===== config.mk =====
export PLATFORM = sky130hd
export DESIGN_NAME = sha256_msg_schedule
export DESIGN_NICKNAME = d
export VERILOG_FILES = /design/src/rtl/sha256_pkg.sv /design/src/rtl/sha256_small_sigma.sv /design/src/rtl/sha256_msg_schedule.sv
export SDC_FILE = /design/constraint.sdc
export NUM_CORES = 1
export LEC_CHECK = 0
export BUFFER_PORTS_ARGS = -buffer_cell sky130_fd_sc_hd__buf_4
export CAP_MARGIN = 40
export CORE_ASPECT_RATIO = 0.8
export CORE_MARGIN = 2
export CORE_UTILIZATION = 35
export DETAILED_ROUTE_END_ITERATION = 10
export GPL_TIMING_DRIVEN = 1
export PLACE_DENSITY = 0.54
export SLEW_MARGIN = 20
export SYNTH_ARGS = -nofsm -noshare
export SYNTH_HDL_FRONTEND = slang
export SYNTH_SLANG_ARGS = --single-unit
export TNS_END_PERCENT = 30

===== constraint.sdc =====
create_clock -name clk -period 5.1 [get_ports clk]
set_input_delay 0.765 -clock clk [delete_from_list [all_inputs] [get_ports clk]]
set_output_delay 0.765 -clock clk [all_outputs]
set_load 0.005 [all_outputs]

===== src/rtl/sha256_pkg.sv =====
// sha256_pkg: shared constants, state encoding and arithmetic helpers for the
// SHA-256 message-schedule block.
package sha256_pkg;

    localparam int WORD_W  = 32;
    localparam int BLOCK_W = 512;
    localparam int ROUNDS  = 64;

    // Small-sigma rotate/shift amounts.
    localparam int S0_ROT1 = 7;
    localparam int S0_ROT2 = 18;
    localparam int S0_SHR  = 3;
    localparam int S1_ROT1 = 17;
    localparam int S1_ROT2 = 19;
    localparam int S1_SHR  = 10;

    typedef enum logic [0:0] {
        IDLE = 1'b0,
        RUN  = 1'b1
    } state_e;

    // Rotate right by a constant amount (1..31).
    function automatic logic [WORD_W-1:0] rotr(input logic [WORD_W-1:0] x,
                                               input int unsigned n);
        return (x >> n) | (x << (32'(WORD_W) - n));
    endfunction

    // Four-operand modulo-2^32 sum; all carries out of bit 31 are dropped.
    function automatic logic [WORD_W-1:0] add4(input logic [WORD_W-1:0] a,
                                               input logic [WORD_W-1:0] b,
                                               input logic [WORD_W-1:0] c,
                                               input logic [WORD_W-1:0] d);
        return a + b + c + d;
    endfunction

endpackage


===== src/rtl/sha256_small_sigma.sv =====
// sha256_small_sigma: combinational SHA-256 small sigma function.
// SEL = 0 gives sigma0 (ROTR7 ^ ROTR18 ^ SHR3),
// SEL = 1 gives sigma1 (ROTR17 ^ ROTR19 ^ SHR10).
module sha256_small_sigma
    import sha256_pkg::*;
#(
    parameter int SEL = 0
) (
    input  logic [31:0] x,
    output logic [31:0] y
);

    localparam int ROT1 = (SEL == 0) ? S0_ROT1 : S1_ROT1;
    localparam int ROT2 = (SEL == 0) ? S0_ROT2 : S1_ROT2;
    localparam int SHR  = (SEL == 0) ? S0_SHR  : S1_SHR;

    assign y = rotr(x, ROT1) ^ rotr(x, ROT2) ^ (x >> SHR);

endmodule


===== src/rtl/sha256_msg_schedule.sv =====
// sha256_msg_schedule: accepts one 512-bit padded block and streams the
// ROUNDS schedule words W[0..ROUNDS-1] over a valid/ready interface.
// A 16-word sliding window holds W[t..t+15]; each accepted word shifts the
// window and appends the next expanded word, so words 16+ have no extra latency.
// Optional macro SHA256_SCHED_BACK2BACK_EN: accept the next block during the
// final word so blocks stream with no idle cycle between them.
module sha256_msg_schedule
    import sha256_pkg::*;
#(
    parameter int ROUNDS = sha256_pkg::ROUNDS
) (
    input  logic               clk,
    input  logic               rst_n,
    input  logic               abort,
    input  logic               blk_valid,
    output logic               blk_ready,
    input  logic [BLOCK_W-1:0] blk_data,
    output logic               w_valid,
    input  logic               w_ready,
    output logic [WORD_W-1:0]  w_data,
    output logic [5:0]         w_idx,
    output logic               w_last
);

`ifdef SHA256_SCHED_BACK2BACK_EN
    localparam bit B2B = 1'b1;
`else
    localparam bit B2B = 1'b0;
`endif

    localparam logic [5:0] LAST_IDX = 6'(ROUNDS - 1);

    state_e            state_r, state_s;
    logic [5:0]        t_r, t_s;
    logic [WORD_W-1:0] win_r [16];
    logic [WORD_W-1:0] win_s [16];
    logic              valid_r, valid_s;
    logic              last_r, last_s;
    logic              ready_r, ready_s;
    logic [WORD_W-1:0] s0_s, s1_s, next_w_s;
    logic              blk_hs_s, w_hs_s;

    sha256_small_sigma #(.SEL(0)) u_sigma0 (.x(win_r[1]),  .y(s0_s));
    sha256_small_sigma #(.SEL(1)) u_sigma1 (.x(win_r[14]), .y(s1_s));

    assign next_w_s = add4(s1_s, win_r[9], s0_s, win_r[0]);

`ifdef SHA256_SCHED_BACK2BACK_EN
    // In RUN the block may only be taken together with the final word, so a
    // stalled final word must not let the new block be accepted and lost.
    assign blk_ready = ready_r & (~valid_r | w_ready);
`else
    assign blk_ready = ready_r;
`endif

    assign blk_hs_s = blk_valid & blk_ready;
    assign w_hs_s   = valid_r & w_ready;

    assign w_valid = valid_r;
    assign w_data  = win_r[0];
    assign w_idx   = t_r;
    assign w_last  = last_r;

    // Next-state, window update and registered-output decode.
    always_comb begin
        state_s = state_r;
        t_s     = t_r;
        valid_s = valid_r;
        last_s  = last_r;
        ready_s = ready_r;
        for (int i = 0; i < 16; i++) begin
            win_s[i] = win_r[i];
        end

        if (abort) begin
            state_s = IDLE;
            t_s     = 6'd0;
            valid_s = 1'b0;
            last_s  = 1'b0;
            ready_s = 1'b1;
        end else begin
            case (state_r)
                IDLE: begin
                    if (blk_hs_s) begin
                        for (int i = 0; i < 16; i++) begin
                            win_s[i] = blk_data[BLOCK_W-1-32*i -: 32];
                        end
                        state_s = RUN;
                        t_s     = 6'd0;
                        valid_s = 1'b1;
                        last_s  = 1'b0;
                        ready_s = 1'b0;
                    end else begin
                        state_s = IDLE;
                    end
                end
                RUN: begin
                    if (w_hs_s && (t_r == LAST_IDX)) begin
                        if (B2B && blk_hs_s) begin
                            for (int i = 0; i < 16; i++) begin
                                win_s[i] = blk_data[BLOCK_W-1-32*i -: 32];
                            end
                            state_s = RUN;
                            t_s     = 6'd0;
                            valid_s = 1'b1;
                            last_s  = 1'b0;
                            ready_s = 1'b0;
                        end else begin
                            state_s = IDLE;
                            t_s     = 6'd0;
                            valid_s = 1'b0;
                            last_s  = 1'b0;
                            ready_s = 1'b1;
                        end
                    end else if (w_hs_s) begin
                        for (int i = 0; i < 15; i++) begin
                            win_s[i] = win_r[i+1];
                        end
                        win_s[15] = next_w_s;
                        t_s       = t_r + 6'd1;
                        last_s    = ((t_r + 6'd1) == LAST_IDX);
                        ready_s   = B2B && ((t_r + 6'd1) == LAST_IDX);
                    end else begin
                        state_s = RUN;
                    end
                end
                default: begin
                    state_s = IDLE;
                    t_s     = 6'd0;
                    valid_s = 1'b0;
                    last_s  = 1'b0;
                    ready_s = 1'b1;
                end
            endcase
        end
    end

    // State, index, window and output registers with async clear.
    always_ff @(posedge clk or negedge rst_n) begin
        if (!rst_n) begin
            state_r <= IDLE;
            t_r     <= 6'd0;
            valid_r <= 1'b0;
            last_r  <= 1'b0;
            ready_r <= 1'b1;
            for (int i = 0; i < 16; i++) begin
                win_r[i] <= 32'h0000_0000;
            end
        end else begin
            state_r <= state_s;
            t_r     <= t_s;
            valid_r <= valid_s;
            last_r  <= last_s;
            ready_r <= ready_s;
            for (int i = 0; i < 16; i++) begin
                win_r[i] <= win_s[i];
            end
        end
    end

endmodule


==> run summary, run 1 <==
Tot GR Track Use -> 0.2503
status -> completed
worst hold path type -> primary input to asynchronous set/reset pin
Crit Path Max Fanout -> 5
first-pass GRT wire length -> 151800 um
critical path launch point type -> register
area of the multi-input gates -> 13880 um2
Critical Path RT -> 5.62 ns
Slew @ Worst Pin -> 1.129 ns
hold_buf cts -> 0
Initial Utilization -> 0.3542
setup_tns -> 0 ns
Overflow after GRT -> 0
Pint -> 13.36 mW
Post-synth EDFFs -> 0
Net Sw Frac -> 0.4741
final WL -> 105100 um
Die W -> 323.4 um
Ys Warns -> 0
register area -> 13070 um2
post-layout min period -> 4.267 ns
Seq cells post-synth -> 522
power share of the combinational group -> 0.570
CTS Buffer Depth -> 3
Arr. time, crit path -> 4.79 ns
post_cts resized -> 0
Tcrit/Tclk final -> 0.8367
antenna-violating nets left -> 0
layout cells sized above 1 -> 0.2145
Pleak -> 16.44 nW
number of DRC markers in iteration 0 -> 1558
Pins Over Slew Limit -> 0
hpwl dp -> 81720 um
routed vias/inst -> 4.883
Placed Cells -> 4353
Avg Cell Area, Syn -> 9.817 um2
Hold WS -> 0.1778 ns
area leader, netlist -> dfrtp_1
reg2reg setup slack -> 0.83 ns
site row count -> 93
Max Clock Freq -> 234.3 MHz
Syn Nets -> 3522
vias in the first global route -> 22270
core footprint -> 80640 um2
Die ar. -> 83930 um2
Buffers on Ports -> 557
clock group share of total power -> 0.172
# Max-Cap Violations -> 0
vias -> 21850
drt pass-1 iters -> 5
Synth top area share -> 0.4564
Fin. Hold Viols -> 0
ranking of synthesized cells by area -> dfrtp_1, mux2i_1, o21ai_0
Setup CP Type -> register to register
total setup buffers inserted after CTS -> 0
CTS sink cnt -> 522
clk_skew -> 0.02482 ns
# DRC -> 0
root buf cell -> clkbuf_16
Avg WL per Cell -> 23.49 um
Slew HR -> 0.2472
Critical Path Sink Type -> register
# setup viols final -> 0
initial antenna violation count -> 37
sequential share of power -> 0.259
Synth Cell Area -> 28570 um2
peak supply drop -> 0.6529 mV
Routability Congestion -> 0.8860
Layout fillers -> 8082
FFs w/ async S/R, synth -> 1.000
post-layout util -> 0.4397
Die Ht -> 259.5 um
PD cells -> 716.5 nW/um2
largest net degree at the start of global routing -> 161
most common cell in the netlist -> nand2_1
clk slew on worst S/H paths -> 0.06 ns
TritonCTS clock tree -> yes
area grow syn2layout -> 24.13%
CTS buffer count -> 59
RSZ-0062 raised after global routing -> no
Finished Layout Cells -> 4475
depth of the CTS H-tree -> 2
most common library cells after synthesis -> nand2_1, dfrtp_1, o21ai_0, mux2i_1, clkbuf_1
Seq/Total Area, Yosys -> 0.4573
P_sw -> 12.05 mW
Reg2Reg Depth -> 14
I/O pins -> 558
final net count -> 3934
Mapped Cells -> 2910
main flop type after synthesis -> dfrtp_1
Clk Latency, worst-skew pair -> 0.66 ns
Yosys cell types -> 62
## critical path, cell delays in order, from the launching register on
cell and delay [ns]:
dfrtp_1 0.50, xor2_1 0.22, xnor2_1 0.16, fa_1 0.44, inv_1 0.08, fa_1 0.41
ha_1 0.24, fa_1 0.49, a211oi_2 0.33, o21ai_2 0.14, a21oi_2 0.39, o21ai_1 0.19
a221oi_2 0.29, xor2_1 0.17, o22ai_1 0.09
## power groups by stage
stage,registers [mW],logic (mW),clock network (mW)
final,6.57,14.5,4.36
after global routing,6.71,16.2,4.64
after CTS,6.56,14.6,4.46
after detailed placement,6.62,14.5,0
after global placement,6.59,14.5,0
after floorplan,5.87,10.4,0
## cell type report
class,count,share of cell area
diodes,12,0.0008469
clock buffers,76,0.04541
clock inverters,34,0.009210
inverters,128,0.01355
multi-input cells,2012,0.3915
flip-flops and latches,522,0.3685
well taps,1092,0.03853
repair buffers,599,0.1324
## registers in the layout, indices dropped and copies added (netlist names)
name       count
blk_ready      1
state_r        1
w_data        32
w_idx          6
w_last         1
w_valid        1
win_r        480
## cells in the final DEF (no fill, tap or decap), types with 59 or more instances in the layout
cell type and n:
dfrtp_1 520, fa_1 62, buf_4 584, xor2_1 68, clkbuf_16 59, mux2i_1 490
inv_1 127, nand2_1 533, xnor2_1 76, o21ai_0 497
## per-layer routing
metal,track usage,share of wire
met4,0.06382,0.022
met2,0.3665,0.43
met1,0.3469,0.45
met5,0,0.0024
met3,0.09385,0.095
## path summary, 6_finish.rpt
kind	start	to
min in group clk	blk_data[27]	win_r[27]
worst max-delay path	win_r[467]	win_r[19]
worst min register to register	win_r[287]	win_r[287]
worst max register to register	win_r[467]	win_r[19]
worst min-delay path	rst_n	win_r[287]
max in group asynchronous	rst_n	win_r[137]
## cells by family after synthesis
family	synth area share
AND/OR/NAND/NOR	0.08948
buffers and inverters	0.05698
adder cells (fa/ha/maj)	0.05790
AO/OA/AOI/OAI	0.1225
XOR/XNOR	0.04415
multiplexers	0.1717
flip-flops	0.4573
## stage by stage
stage	setup WS (ns)	total power [mW]	cell area, um2
2_1_floorplan	1.235	16.30	28570
4_1_cts	0.8504	25.58	35430
3_5_place_dp	0.8669	21.10	33490
6_report	0.8326	25.41	35460
5_1_grt	0.5052	27.56	35450
3_3_place_gp	0.8883	21.10	33440
(Power assumes the default switching activity.)
==> run 2: changes to the inputs <==
- ABC_AREA: not set -> 1
- clock period: 5.1 -> 4 ns (I/O delays scaled with it)
==> run summary, run 2 <==
depth of the CTS H-tree -> 2
Pins Over Slew Limit -> 0
number of DRC markers in iteration 0 -> 2102
CTS buffer count -> 57
PD cells -> 1122 nW/um2
post-place instance area -> 34860 um2
final worst slack -> 0.1834 ns
vias in the first global route -> 25150
most frequent cells in the layout -> nand2_1, buf_4, dfrtp_1, inv_1, nor2_1
post-layout min period -> 3.817 ns
mux cell area share after synthesis -> 0
Critical Path Sink Type -> register
Arr. time, crit path -> 4.33 ns
# Max-Cap Violations -> 0
Largest delay share family, worst path -> adder cells
Hold WS -> 0.002226 ns
simple-gate share of the synthesized area -> 0.1949
worst hold path type -> primary input to asynchronous set/reset pin
Placed Cells -> 5186
largest family of logic cells by synthesized area -> simple AND/OR/NAND/NOR gates
Most flops, register -> win_r
root buf cell -> clkbuf_16
TritonCTS clock tree -> yes
critical path's most frequent cell -> nor2_1
Setup CP Type -> register to register
setup_tns -> 0 ns
Layout fillers -> 8811
initial antenna violation count -> 16
final net count -> 4730
CTS sink cnt -> 522
Avg WL per Cell -> 22.65 um
status -> completed
Die ar. -> 88070 um2
commonest non-fill, non-tap cell in the layout -> nand2_1
site row count -> 96
Post-Synth XOR/XNOR Area -> 0.03854
Mapped Cells -> 3715
Initial Utilization -> 0.3517
critical path launch point type -> register
first-pass GRT wire length -> 172000 um
Synth top area share -> 0.4347
CP max stage cell -> fa_1
RSZ-0062 raised after global routing -> yes
Critical Path RT -> 4.51 ns
Reg2Reg Depth -> 15
Overflow after GRT -> 0
RR Endpoint -> win_r[21]
final WL -> 120000 um
Power, Total -> 41.34 mW
Tcrit/Tclk final -> 0.9542
Seq cells post-synth -> 522
CTS Buffer Depth -> 3
core footprint -> 85280 um2
Tot GR Track Use -> 0.2670
Ys Warns -> 0
crit path cell chain -> xnor2_1, xor2_1, fa_1, fa_1, inv_1, ha_1, nand2_1, nor2_1, inv_1, nor2_1, nand4_1, nand3_1, nor2_1, o21ai_0, nand2_1
routed vias/inst -> 4.941
vias -> 26170
Post-synth EDFFs -> 0
FFs w/ async S/R, synth -> 1.000
Routability Congestion -> 0.9459
drt pass-1 iters -> 6
hpwl dp -> 93970 um
cell area after layout -> 36830 um2
Yosys cell types -> 37
CP max stage delay -> 0.53 ns
Syn Nets -> 4327
Avg Cell Area, Syn -> 8.074 um2
Crit Path Max Fanout -> 4
post-layout util -> 0.4319
Slew HR -> 0.3156
Clk Latency, worst-skew pair -> 0.65 ns
Fin. Hold Viols -> 0
Die Ht -> 265.8 um
antenna-violating nets left -> 0
clk slew on worst S/H paths -> 0.06 ns
total setup buffers inserted after CTS -> 0
Max Clock Freq -> 262.0 MHz
Buffers on Ports -> 557
Critical path buffers and inverters -> 2
clk_skew -> 0.03458 ns
Seq/Total Area, Yosys -> 0.4355
I/O pins -> 558
largest net degree at the start of global routing -> 200
Adder-Cell Fraction of Synth Area -> 0.05515
Die W -> 331.3 um
DP Worst Slack -> 0.1552 ns
most common cell in the netlist -> nand2_1
most common library cells after synthesis -> nand2_1, dfrtp_1, inv_1, nor2_1, a31oi_1
reg2reg setup slack -> 0.18 ns
Synth Area in Compound Gates -> 0.1707
# DRC -> 0
area grow syn2layout -> 22.80%
layout cells sized above 1 -> 0.2037
area leader, netlist -> dfrtp_1
Slew @ Worst Pin -> 1.027 ns
Pleak -> 17.41 nW
Finished Layout Cells -> 5297
# setup viols final -> 0
ranking of synthesized cells by area -> dfrtp_1, nand2_1, a31oi_1
max reg flops -> 480
peak supply drop -> 0.9527 mV
main flop type after synthesis -> dfrtp_1
Synth Cell Area -> 30000 um2
reg2reg start -> win_r[466]
hold_buf cts -> 0
-- run 2: layer usage --
metal	track usage	part of all wire
met3	0.08493	0.088
met5	0.01582	0.0024
met4	0.05837	0.018
met2	0.3905	0.43
met1	0.3825	0.46
-- run 2: kinds of logic after synthesis --
logic type      count (synthesis)
xor+xnor                      132
fa+ha+maj                      95
flops                         522
compound gates                733
simple gates                 1528
buf+inv                       705
-- run 2: what timing repair did --
item                                    CTS  global route
gates resized for setup                   0             4
endpoints found under the hold margin     0             0
endpoints found under the setup margin    0             8
-- run 2: report_power, final --
part,leakage (nW),switching [mW],total [mW],internal [mW]
Sequential,6.02,1.54,8.61,7.07
Combinational,10.5,18.0,27.1,9.19
Clock,0.944,2.38,5.58,3.20
Total,17.4,21.9,41.3,19.5
-- run 2: cell type report --
cell class | count | area (um2) | area share
multi-input combinational | 2488 | 13800 | 0.3746
sequential | 522 | 13070 | 0.3548
timing repair buffer | 631 | 5027 | 0.1365
clock buffer | 79 | 1610 | 0.04372
inverter | 418 | 1584 | 0.04301
tap | 1127 | 1410 | 0.03828
clock inverter | 24 | 315.3 | 0.008560
antenna | 8 | 20.02 | 0.0005435
-- run 2: how the worst max path moves through the flow --
stage	depth (start not counted)	slack (ns)	end	start
after floorplan	15	0.63	win_r[17]	win_r[456]
after global placement	16	0.19	win_r[13]	win_r[467]
after detailed placement	16	0.16	win_r[13]	win_r[467]
after CTS	16	0.10	win_r[13]	win_r[467]
after global routing	16	-0.003	win_r[13]	win_r[467]
final	15	0.18	win_r[21]	win_r[466]
==> run 3: changes to the inputs <==
- ABC_AREA: 1 -> not set
==> run summary, run 3 (synthesis gave the netlist of run 1 again) <==
Initial Utilization -> 0.3542
# Max-Cap Violations -> 0
Die W -> 323.4 um
post-layout min period -> 3.853 ns
Routability Congestion -> 0.9283
Die Ht -> 259.5 um
first-pass GRT wire length -> 153200 um
core footprint -> 80640 um2
Pleak -> 16.81 nW
clk_skew -> 0.01721 ns
Critical Path RT -> 4.52 ns
GR peak layer -> met2
Hold WS -> 0.2084 ns
root buf cell -> clkbuf_16
Fin. Hold Viols -> 0
vias in the first global route -> 22460
hpwl dp -> 83560 um
CTS buffer count -> 58
critical path launch point type -> register
P_sw -> 16.14 mW
area grow syn2layout -> 26.60%
clk slew on worst S/H paths -> 0.06 ns
Setup CP Type -> register to register
initial antenna violation count -> 25
Critical Path Sink Type -> register
depth of the CTS H-tree -> 2
final WL -> 106500 um
Pins Over Slew Limit -> 0
vias -> 22100
max reg flops -> 480
# setup viols final -> 0
CTS Buffer Depth -> 3
Clk Latency, worst-skew pair -> 0.65 ns
worst hold path type -> primary input to register
Crit Path Max Fanout -> 6
antenna-violating nets left -> 0
Buffers on Ports -> 557
RSZ-0062 raised after global routing -> yes
Arr. time, crit path -> 4.38 ns
Net Sw Frac -> 0.4637
Power, Total -> 34.81 mW
met1 Use GR -> 0.3561
layout cells sized above 1 -> 0.2320
I/O pins -> 558
drt pass-1 iters -> 5
routed vias/inst -> 4.879
site row count -> 93
largest net degree at the start of global routing -> 128
peak supply drop -> 1.045 mV
Tot GR Track Use -> 0.2510
Slew @ Worst Pin -> 1.003 ns
CTS sink cnt -> 522
Slew HR -> 0.3312
status -> completed
Avg WL per Cell -> 23.51 um
TritonCTS clock tree -> yes
sequential share of power -> 0.237
PD cells -> 962.6 nW/um2
clock group share of total power -> 0.165
commonest non-fill, non-tap cell in the layout -> buf_4
Layout fillers -> 7860
met2 Resource Use GR -> 0.3703
Pint -> 18.67 mW
# DRC -> 0
power share of the combinational group -> 0.599
final net count -> 3995
number of DRC markers in iteration 0 -> 1676
Overflow after GRT -> 0
Tcrit/Tclk final -> 0.9634
Max Clock Freq -> 259.5 MHz
met3 Usage GRT -> 0.08785
Most flops, register -> win_r
Die ar. -> 83930 um2
most frequent cells in the layout -> buf_4, nand2_1, dfrtp_1, o21ai_0, mux2i_1
[run 3: repair_timing]
action / 4_1_cts / 5_1_grt
endpoints found under the setup margin: 0 / 15
hold buffers: 1 / 0
setup buffers: 0 / 3
resized for setup: 0 / 23
endpoints found under the hold margin: 64 / 0
[run 3: layout make-up]
cell class                 count  area, um2  area share
antenna                        7      17.52   0.0004843
clock inverter                25      329.1    0.009099
timing repair buffer         661       5209      0.1440
tap                         1092       1366     0.03778
clock buffer                  83       1685     0.04660
sequential                   522      13070      0.3614
inverter                     128      480.5     0.01328
multi-input combinational   2012      14010      0.3874
[run 3: metal layers]
layer,share of wire,vias up
met5,0.0019,-
met4,0.015,30
met3,0.091,121
met2,0.43,582
met1,0.46,10610
li1,-,10760
[run 3: final timing paths]
check / to / slack [ns] / cells past startpoint / start
setup / recovery: win_r[29] / 0.15 / 15 / win_r[467]
hold / removal: win_r[24] / 0.21 / 3 / blk_data[24]
setup reg to reg: win_r[29] / 0.15 / 15 / win_r[467]
hold reg to reg: win_r[294] / 0.48 / 2 / win_r[294]
max in group asynchronous: win_r[81] / 2.47 / 3 / rst_n
min in group asynchronous: win_r[319] / 0.55 / 2 / rst_n
[run 3: metrics by stage]
stage          cell area (um2)  setup TNS, ns  utilization  instances  setup WS (ns)
2_1_floorplan            28570              0            -       2910         0.1353
3_3_place_gp             33950              0       0.4211       4410        0.08945
3_5_place_dp             33970              0       0.4212       4411        0.07126
4_1_cts                  35990              0       0.4464       4520        0.04275
5_1_grt                  36160       -0.03363       0.4484       4526       -0.01588
6_report                 36170              0       0.4485       4530         0.1465
[run 3: critical path: stages, from the launching register on]
cell and delay, ns:
dfrtp_1 0.39, buf_4 0.16, xor2_1 0.15, xnor2_1 0.20, fa_1 0.47, fa_1 0.49, inv_1 0.04, ha_1 0.38
a21oi_1 0.33, o211ai_1 0.16, a21oi_2 0.21, buf_6 0.15, nor4_2 0.04, nor2_1 0.16, a31oi_1 0.10, a311o_1 0.28
[run 3: power by group through the flow]
stage,Clock (mW),Sequential [mW],Combinational (mW)
4_1_cts,5.88,8.21,19.7
3_5_place_dp,0,8.30,19.6
6_report,5.74,8.24,20.8
3_3_place_gp,0,8.27,19.7
5_1_grt,6.08,8.40,23.1
2_1_floorplan,0,7.48,13.3
